## config.mk

```make
export PLATFORM = sky130hd
export DESIGN_NAME = sap_ctrl_seq
export DESIGN_NICKNAME = d
export VERILOG_FILES = /design/src/rtl/sap_ctrl_seq.sv
export SDC_FILE = /design/constraint.sdc
export NUM_CORES = 1
export LEC_CHECK = 0
export ABC_AREA = 1
export BUFFER_PORTS_ARGS = -buffer_cell sky130_fd_sc_hd__buf_2
export CORE_AREA = 5 5 42 44
export CTS_BUF_LIST = sky130_fd_sc_hd__clkbuf_16
export CTS_CLUSTER_DIAMETER = 60
export DETAILED_ROUTE_END_ITERATION = 7
export DIE_AREA = 0 0 47 49
export HOLD_SLACK_MARGIN = 0.02
export MAX_ROUTING_LAYER = met4
export PLACE_DENSITY = 0.74
export SYNTH_ARGS = -nofsm -noshare
export SYNTH_HDL_FRONTEND = slang
export SYNTH_SLANG_ARGS = --single-unit
```

## constraint.sdc

```tcl
create_clock -name clk -period 2.22 [get_ports clk]
set_input_delay 0.111 -clock clk [delete_from_list [all_inputs] [get_ports clk]]
set_output_delay 0.111 -clock clk [all_outputs]
set_load 0.005 [all_outputs]
```

## src/rtl/sap_ctrl_seq.sv

```systemverilog
// Control sequencer for the 8-bit bus computer: T-state counter, opcode decode, control word.
// Optional SAP_CTRL_STEP_EN adds a single-step input that gates advance and load strobes.
module sap_ctrl_seq #(
    parameter int WIDTH     = 8,
    parameter bit EARLY_END = 1'b1
) (
    input  logic             clk,
    input  logic             rst,
    input  logic [WIDTH-1:0] instr,
    input  logic             flag_c,
    input  logic             flag_z,
`ifdef SAP_CTRL_STEP_EN
    input  logic             step,
`endif
    output logic [2:0]       tstate,
    output logic             hlt,
    output logic             mi,
    output logic             ri,
    output logic             ro,
    output logic             ii,
    output logic             io,
    output logic             ai,
    output logic             ao,
    output logic             eo,
    output logic             su,
    output logic             bi,
    output logic             oi,
    output logic             fi,
    output logic             ce,
    output logic             co,
    output logic             j
);

    typedef enum logic [2:0] {
        T0 = 3'd0,
        T1 = 3'd1,
        T2 = 3'd2,
        T3 = 3'd3,
        T4 = 3'd4
    } tstate_t;

    localparam logic [3:0] OP_NOP = 4'd0;
    localparam logic [3:0] OP_LDA = 4'd1;
    localparam logic [3:0] OP_ADD = 4'd2;
    localparam logic [3:0] OP_SUB = 4'd3;
    localparam logic [3:0] OP_STA = 4'd4;
    localparam logic [3:0] OP_LDI = 4'd5;
    localparam logic [3:0] OP_JMP = 4'd6;
    localparam logic [3:0] OP_JC  = 4'd7;
    localparam logic [3:0] OP_JZ  = 4'd8;
    localparam logic [3:0] OP_OUT = 4'd14;
    localparam logic [3:0] OP_HLT = 4'd15;

    tstate_t    state, state_nxt;
    logic       halted, halted_nxt;
    logic       adv;
    logic       last;
    logic [3:0] opcode;
    logic       mi_u, ri_u, ii_u, ai_u, bi_u, oi_u, fi_u, ce_u, j_u;
    logic       unused_operand;

    assign opcode         = instr[WIDTH-1:WIDTH-4];
    assign unused_operand = ^instr[WIDTH-5:0];

`ifdef SAP_CTRL_STEP_EN
    assign adv = step;
`else
    assign adv = 1'b1;
`endif

    always_ff @(posedge clk or posedge rst) begin
        if (rst) begin
            state  <= T0;
            halted <= 1'b0;
        end else if (adv) begin
            state  <= state_nxt;
            halted <= halted_nxt;
        end
    end

    always_comb begin
        hlt  = 1'b0;
        ro   = 1'b0;
        io   = 1'b0;
        ao   = 1'b0;
        eo   = 1'b0;
        su   = 1'b0;
        co   = 1'b0;
        mi_u = 1'b0;
        ri_u = 1'b0;
        ii_u = 1'b0;
        ai_u = 1'b0;
        bi_u = 1'b0;
        oi_u = 1'b0;
        fi_u = 1'b0;
        ce_u = 1'b0;
        j_u  = 1'b0;
        last = 1'b0;
        if (halted) begin
            hlt = 1'b1;
        end else begin
            unique case (state)
                T0: begin co = 1'b1; mi_u = 1'b1; end
                T1: begin ro = 1'b1; ii_u = 1'b1; ce_u = 1'b1; end
                T2: begin
                    last = 1'b1;
                    case (opcode)
                        OP_LDA, OP_ADD, OP_SUB, OP_STA: begin
                            io = 1'b1; mi_u = 1'b1; last = 1'b0;
                        end
                        OP_LDI: begin io = 1'b1; ai_u = 1'b1; end
                        OP_JMP: begin io = 1'b1; j_u = 1'b1; end
                        OP_JC:  if (flag_c) begin io = 1'b1; j_u = 1'b1; end
                        OP_JZ:  if (flag_z) begin io = 1'b1; j_u = 1'b1; end
                        OP_OUT: begin ao = 1'b1; oi_u = 1'b1; end
                        OP_HLT: hlt = 1'b1;
                        default: ;
                    endcase
                end
                T3: begin
                    case (opcode)
                        OP_LDA: begin ro = 1'b1; ai_u = 1'b1; last = 1'b1; end
                        OP_ADD, OP_SUB: begin ro = 1'b1; bi_u = 1'b1; end
                        OP_STA: begin ao = 1'b1; ri_u = 1'b1; last = 1'b1; end
                        default: ;
                    endcase
                end
                T4: begin
                    last = 1'b1;
                    if (opcode == OP_ADD || opcode == OP_SUB) begin
                        eo = 1'b1; ai_u = 1'b1; fi_u = 1'b1;
                        su = (opcode == OP_SUB);
                    end
                end
                default: ;
            endcase
        end
    end

    // HLT holds tstate at T2 rather than taking its early-end wrap to T0.
    always_comb begin
        state_nxt  = state;
        halted_nxt = halted;
        if (!halted) begin
            if (state == T2 && opcode == OP_HLT) begin
                halted_nxt = 1'b1;
            end else if (state == T4 || (EARLY_END && last)) begin
                state_nxt = T0;
            end else begin
                state_nxt = tstate_t'(state + 3'd1);
            end
        end
    end

    assign tstate = state;
    assign mi     = mi_u & adv;
    assign ri     = ri_u & adv;
    assign ii     = ii_u & adv;
    assign ai     = ai_u & adv;
    assign bi     = bi_u & adv;
    assign oi     = oi_u & adv;
    assign fi     = fi_u & adv;
    assign ce     = ce_u & adv;
    assign j      = j_u & adv;

endmodule

```

# [Word level (Yosys, flattened, before mapping)]
# Cells that the tools add are included.
[classes] bitwise_logic=2 n_mux=49 eq_ne=14 addsub=1 n_reduce_logical=10
[ops] operator="$mux W1" count=41
[ops] operator="$eq A4 B3 Y1 const B" count=4
[ops] operator="$eq A4 B4 Y1 const B" count=3
[ops] operator="$pmux W1 S3" count=4
[ops] operator="$eq A4 B2 Y1 const B" count=2
[ops] operator="$eq A3 B2 Y1 const B" count=2
[ops] operator="$pmux W1 S2" count=3
[ops] operator="$reduce_or A6 Y1" count=1
[ops] operator="$eq A4 B1 Y1 const B" count=1
[ops] operator="$reduce_or A2 Y1" count=2
[ops] operator="$reduce_or A4 Y1" count=1
[ops] operator="$add A3 B1 Y3 const B" count=1
[ops] operator="$eq A3 B1 Y1 const B" count=1
[ops] operator="$eq A3 B3 Y1 const B" count=1
[ops] operator="$logic_not A3 Y1" count=1
[ops] operator="$mux W3" count=1
[ops] operator="$reduce_or A3 Y1" count=1
[ops] operator="$logic_or A1 B1 Y1" count=2
[ops] operator="$not A1 Y1" count=2
[ops] operator="$reduce_and A2 Y1" count=1
[ops] operator="$logic_and A1 B1 Y1" count=1
[word_totals] regBits=4 input_bits=12 output_inout_bits=19 elab_cells=78

# [Depth between registers and ports, before layout]
# Gate-level depths: netlist of run 1.
[logic_depth] ltp_word=7 depth_mapped=9 ltp_nobuf=9

# [Worst setup path before layout of run 1]
# Ideal clock, no wire load.
[synth_path] path_kind="flip-flop to flip-flop" startpoint="reg state[0] (netlist: tstate[0])" endpoint="reg state[0] (netlist: tstate[0])" setup_ns=0.118 required_ns=2.102 path_stages_with_launch=10 arrival_time_ns=1.327 path_buffers=0 slack_ns=0.776 path_cell_list="dfrtp_1 > inv_1 > ha_1 > inv_1 > nor2_1 > nand3_1 > nand2_1 > nor2_1 > nand3_1 > nand2_1"
[synth_between] elab_chain_len=5 elab_cells_between_ends=11 classes_between="add/sub: 1; eq/ne: 3; mux: 3; bitwise: 1; reduce/logical: 3"
[synth_lines] element="start: declaration" line="54" rtl="tstate_t state, state_nxt;"
[synth_lines] element="start signal: assignment" line="76" rtl="state <= state_nxt;"
[synth_lines] element="$eq A3 B3 Y1 (tied with other cells)" line="102, 147"
[synth_lines] element="$pmux W1 S3" line="102" rtl="unique case (state)"
[synth_lines] element="$mux W1" line="99" rtl="if (halted) begin"
[synth_lines] element="$logic_or A1 B1 Y1" line="147" rtl="end else if (state == T4 || (EARLY_END && last)) begin"
[synth_lines] element="$mux W3" line="147"
# Parallel ways exist; a longest one is shown, timed or not.
# A chain may end at the register's enable or synchronous reset.

# [Worst setup path after layout of run 1]
[layout_path] startpoint="reg state[0] (netlist: tstate[0])" endpoint="out hlt"
[layout_between] elab_chain_len=3
[layout_lines] element="$eq A3 B2 Y1" line="102"
[layout_lines] element="$mux W1" line="102"
[layout_lines] element="$mux W1" line="99"
[layout_lines] element="end: declaration" line="16" rtl="output logic hlt,"
# No other way between the ends.

==> results of run 1 <==
==> worst max-delay path, cell delays in order (launching register included) <==
cell	delay, ns
dfrtp_1	0.44
inv_1	0.13
ha_1	0.17
inv_1	0.06
nor2_1	0.21
nand3_1	0.11
nand2_1	0.20
buf_2	0.16
==> worst max path at each step <==
stage                endpoint  cells after the start
floorplan           tstate[0]                      9
global placement    tstate[2]                      9
finish                    hlt                      7
global route              hlt                      7
detailed placement  tstate[2]                      9
CTS                       hlt                      7
==> report_power, final <==
part	total, W	internal [W]	leakage, nW	switching (W)
sequential	0.0000735	0.0000735	0.0455	0
combinational	0.0000300	0.0000110	0.351	0.0000190
clock	0.000279	0.000230	0.0370	0.0000489
total	0.000382	0.000314	0.434	0.0000679
==> final cells by class <==
class / count / area, sq um / area share (%)
Multi-Input combinational cell: 70 / 355 / 47.3
Timing Repair Buffer: 27 / 140 / 18.7
Sequential cell: 4 / 100 / 13.3
Clock buffer: 3 / 75.1 / 10.0
Inverter: 16 / 60.1 / 8.00
Tap cell: 16 / 20.0 / 2.67
==> synth_stat cells <==
cell type,count
a211oi_1,1
a21oi_1,3
a31oi_1,1
buf_4,2
dfrtp_1,4
ha_1,5
inv_1,14
inv_2,2
nand2_1,21
nand2_2,3
nand3_1,9
nand4_1,1
nor2_1,17
nor2_2,2
nor3_1,2
o21a_1,1
o21ai_0,3
o22ai_1,1
==> cell usage in the layout (no fill, tap or decap), types with 2 or more instances in the layout <==
cell type / instances
a21oi_1: 3
buf_2: 26
clkbuf_16: 3
dfrtp_1: 4
ha_1: 5
inv_1: 14
inv_2: 2
nand2_1: 21
nand2_2: 3
nand3_1: 9
nor2_1: 17
nor2_2: 2
nor3_1: 2
o21ai_0: 3
==> state kept, by name, indices dropped and copies added, names as in the netlist <==
| name | cells |
|---|---|
| halted | 1 |
| tstate | 3 |
==> stage by stage <==
stage               hold slack, ns  cells  setup WS [ns]
floorplan                   -0.123     92          0.776
global placement          -0.00900    132          0.585
detailed placement        -0.00212    132          0.574
CTS                          0.315    136          0.383
global route                 0.341    136          0.249
finish                       0.314    136          0.403
==> kinds of logic (layout without fill, tap and decap cells) <==
logic type	count (synthesis)	count (layout)	share of synthesized area, %
AND/OR/NAND/NOR	55	55	44.3
adder cells (fa/ha/maj)	5	5	11.8
buffers and inverters	18	46	14.2
AO/OA/AOI/OAI	10	10	10.8
flip-flops	4	4	18.9
==> routing by layer <==
metal  up-vias  part of all wire, %  GRT usage, %
met5         -                    0             -
met4         0                  1.7          6.91
met3         3                   10          1.48
met2        32                   44          18.1
met1       266                   44          15.9
li1        346                    -             -
==> what timing repair did <==
item | CTS | global route
endpoints found under the setup margin | 0 | 0
hold endpoints to repair | 4 | 0
hold buffers | 1 | 0
==> impl_metrics.json, run 1 <==
{
  "status": "completed",
  "placed_area_sq_um": 666,
  "worstSetupPathType": "reg -> out",
  "yosysUniqueCellTypes": 18,
  "dr.pass1.iters": 4,
  "place_hpwl_mm": 1.14,
  "clockRootBuffer": "clkbuf_16",
  "synth_seq_cells": 4,
  "synthCells": 92,
  "synth_top_area_share_pct": 18.9,
  "rows": 14,
  "clock_skew_ns": 0.000761,
  "worst_r2r_endpoint": "tstate[1]",
  "worst_pin_slew_ns": 0.248,
  "fin_crit_sh_pct": 81.8,
  "die_h_microns": 49,
  "netlist.top_cell.by_area": "dfrtp_1",
  "drc": 0,
  "cts_sinks": 4,
  "grt_max_degree": 8,
  "required_ns": 2.11,
  "coreArea_sq_um": 1400,
  "clock_path_buffers": 2,
  "fillCellCount": 155,
  "cts-htree-levels": 1,
  "r2r-start": "tstate[0]",
  "cp_max_fo": 7,
  "viasPerCell": 4.76,
  "drv_cap": 0,
  "clk_pin_slew_ns": 0.03,
  "layout-drive-gt1-share_pct": 30.0,
  "stdcell_area_sq_um": 751,
  "gp_congestion": 0.881,
  "irDropWorstVdd_mv": 0.450,
  "avgSynthCellArea_sq_um": 5.77,
  "hold_class": "in -> async",
  "area_delta_synth_final_pct": 41.5,
  "drt_iter0_markers": 14,
  "slew_headroom_pct": 83.4,
  "finalWirelength_mm": 1.39,
  "startpoint_type": "register",
  "rsz0062_at_grt": "false",
  "wl_per_cell_microns": 10.2,
  "dieWidth_microns": 47,
  "grt-ovfl-total": 0,
  "setup.worst_path.end_class": "output port",
  "max_freq_mhz": 550,
  "port_buffers": 26,
  "track_usage_pct": 12.4,
  "cts.repair.resized": 0,
  "fin_crit_ns": 1.82,
  "antenna_cells": 0,
  "syn_area_sq_um": 531,
  "arrival_ns": 1.71,
  "cts_buffers": 3,
  "grt_pass1_wl_mm": 2.12,
  "io_pins": 31,
  "cts_setup_buffers": 0,
  "ys_warn_count": 0,
  "setup_viol": 0,
  "vias": 647,
  "final_max_slew_viol_count": 0,
  "grt_pass1_vias": 542,
  "reg2reg_slack_ns": 0.58,
  "fin_util_pct": 53.6,
  "p_leak_nw": 0.434,
  "r2r_cells": 9,
  "syn_nets": 109,
  "cts_tree": "built",
  "critPathLaunch": "tstate[0]",
  "grt_antenna_before_repair": 0,
  "die_area_sq_um": 2300,
  "ys_seq_area_share_pct": 18.9,
  "synth.area.top_cells": "dfrtp_1, nand2_1, nor2_1",
  "insertion_delay_ns": 0.22,
  "postRouteAntennaNets": 0,
  "p_total_w": 0.000382,
  "power_density_nw_per_um2": 509,
  "final.setup.tns_ns": 0,
  "hold_viol": 0,
  "start_util_pct": 37.9,
  "finalNetCount": 139
}
Note: power is estimated with default switching activity, not from simulation.
==> run 2: changes to the inputs <==
==> constraint.sdc (replaced) <==
create_clock -name clk -period 1.9 [get_ports clk]
set_input_delay 0.095 -clock clk [delete_from_list [all_inputs] [get_ports clk]]
set_output_delay 0.095 -clock clk [all_outputs]
set_load 0.005 [all_outputs]
==> run 2 against run 1 <==
  * Via count rose by 0.15%
  * Utilization rose by 0.54 points
  * Non-clock buffer count grew 1
  * Sequential share of layout area is 0.13 points lower
  * Highest routed layer unchanged
  * Setup slack got worse by 0.16 ns
  * Clock power rose by 16%
  * Clock skew shrank 0.00070 ns
  * Clock-buffer cell count unchanged
  * Largest cell class unchanged
  * Combinational power grew 17%
  * First-iteration DRC count shrank 50%
  * Critical path depth unchanged
  * Global-route usage rose by 0.30 points
==> impl_metrics.json, run 2 (synthesis gave the netlist of run 1 again) <==
{
  "status": "completed",
  "power_density_nw_per_um2": 587,
  "cts_sinks": 4,
  "rows": 14,
  "postRouteAntennaNets": 0,
  "clock_skew_ns": 0.0000655,
  "placed_cells": 133,
  "drc": 0,
  "grt_pass1_vias": 559,
  "irDropWorstVdd_mv": 0.634,
  "largest_register_ffs": 3,
  "io_pins": 31,
  "hold_viol": 0,
  "rsz0062_at_grt": "false",
  "fin_crit_ns": 1.66,
  "grt-ovfl-total": 0,
  "viasPerCell": 4.73,
  "hold_class": "in -> async",
  "place_hpwl_mm": 1.15,
  "worst_pin_slew_ns": 0.239,
  "cp_max_fo": 7,
  "fillCellCount": 156,
  "crit_slowest_cell": "dfrtp_1",
  "max_freq_mhz": 602,
  "setup.worst_path.end_class": "output port",
  "clockRootBuffer": "clkbuf_16",
  "finalNetCount": 140,
  "startpoint_type": "register",
  "clock_path_buffers": 2,
  "cts_setup_buffers": 0,
  "regArea_sq_um": 100,
  "antenna_cells": 0,
  "track_usage_pct": 12.7,
  "finalWirelength_mm": 1.36,
  "path_common_cell": "inv_1",
  "cp_cell_sequence": "inv_1 > ha_1 > inv_1 > nor2_1 > nand3_1 > nand2_1 > buf_2",
  "worstSetupPathType": "reg -> out",
  "die_h_microns": 49,
  "die_area_sq_um": 2300,
  "fin_crit_sh_pct": 87.4,
  "port_buffers": 26,
  "layout-drive-gt1-share_pct": 30.6,
  "drt_iter0_markers": 7,
  "crit_family": "simple AND/OR/NAND/NOR gates",
  "setup_viol": 0,
  "gp_congestion": 0.891,
  "final_cell_mix": "buf_2, nand2_1, nor2_1",
  "layout_commonest_cell": "buf_2",
  "cts_buffers": 3,
  "arrival_ns": 1.57,
  "slew_headroom_pct": 84.0,
  "final.setup.tns_ns": 0,
  "grt_antenna_before_repair": 0,
  "coreArea_sq_um": 1400,
  "grt_max_degree": 8,
  "cts_tree": "built",
  "dieWidth_microns": 47,
  "insertion_delay_ns": 0.22,
  "clk_pin_slew_ns": 0.03,
  "drv_cap": 0,
  "cts-htree-levels": 1,
  "vias": 648,
  "start_util_pct": 37.9,
  "stdcell_count": 137,
  "final_max_slew_viol_count": 0,
  "wl_per_cell_microns": 9.92,
  "area_delta_synth_final_pct": 42.9,
  "p_leak_nw": 0.439,
  "multi_input_area_sq_um": 355,
  "required_ns": 1.80,
  "max_stage_delay_ns": 0.36,
  "dr.pass1.iters": 4,
  "grt_pass1_wl_mm": 2.16,
  "crit_buf_inv": 3
}
==> run 2: cell type report <==
class / instances / area share (%)
multi-input combinational: 70 / 46.9
inverter: 16 / 7.92
tap: 16 / 2.64
sequential: 4 / 13.2
clock buffer: 3 / 9.90
timing repair buffer: 28 / 19.5
==> run 2: per-layer routing <==
metal	global-route usage (%)	up-vias	share of wire (%)
li1	-	346	-
met1	15.5	274	46
met2	19.0	24	44
met3	1.85	4	8.5
met4	7.37	0	1.5
met5	-	-	0
==> run 2: what timing repair did <==
action | 4_1_cts | 5_1_grt
hold endpoints to repair | 4 | 0
hold buffers | 1 | 0
endpoints found under the setup margin | 0 | 0
resized for setup | 0 | 0
==> run 2: path summary, 6_finish.rpt <==
path	start	to	slack, ns	cells past startpoint
setup / recovery	tstate[0]	hlt	0.24	7
hold / removal	rst	halted	0.30	3
setup reg to reg	tstate[0]	tstate[2]	0.40	9
hold reg to reg	tstate[2]	tstate[2]	0.56	2
max in group asynchronous	rst	tstate[0]	1.45	3
min in group clk	instr[7]	halted	0.42	5
==> run 2: through the flow <==
step | hold WS, ns | instance area, sq um | power [W] | util [%] | setup WS, ns
4_1_cts | 0.306 | 758 | 0.000448 | 54.1 | 0.218
3_5_place_dp | -0.0153 | 673 | 0.000120 | 48.0 | 0.389
5_1_grt | 0.331 | 758 | 0.000462 | 54.1 | 0.111
3_3_place_gp | -0.0256 | 673 | 0.000120 | 48.0 | 0.389
2_1_floorplan | -0.139 | 531 | 0.000106 | - | 0.456
6_report | 0.305 | 758 | 0.000445 | 54.1 | 0.240
==> run 2: power breakdown <==
group	leakage (nW)	total, W	switching [W]	internal [W]
sequential	0.0455	0.0000858	0	0.0000858
clock	0.0370	0.000324	0.0000555	0.000268
combinational	0.357	0.0000351	0.0000223	0.0000128
==> run 2: worst register-to-register path: stages (launching register included) <==
cell	delay, ns
dfrtp_1	0.36
inv_1	0.09
ha_1	0.17
inv_1	0.06
nor2_1	0.20
nand3_1	0.10
nand2_1	0.20
nor2_1	0.06
nand3_1	0.08
nand2_1	0.06
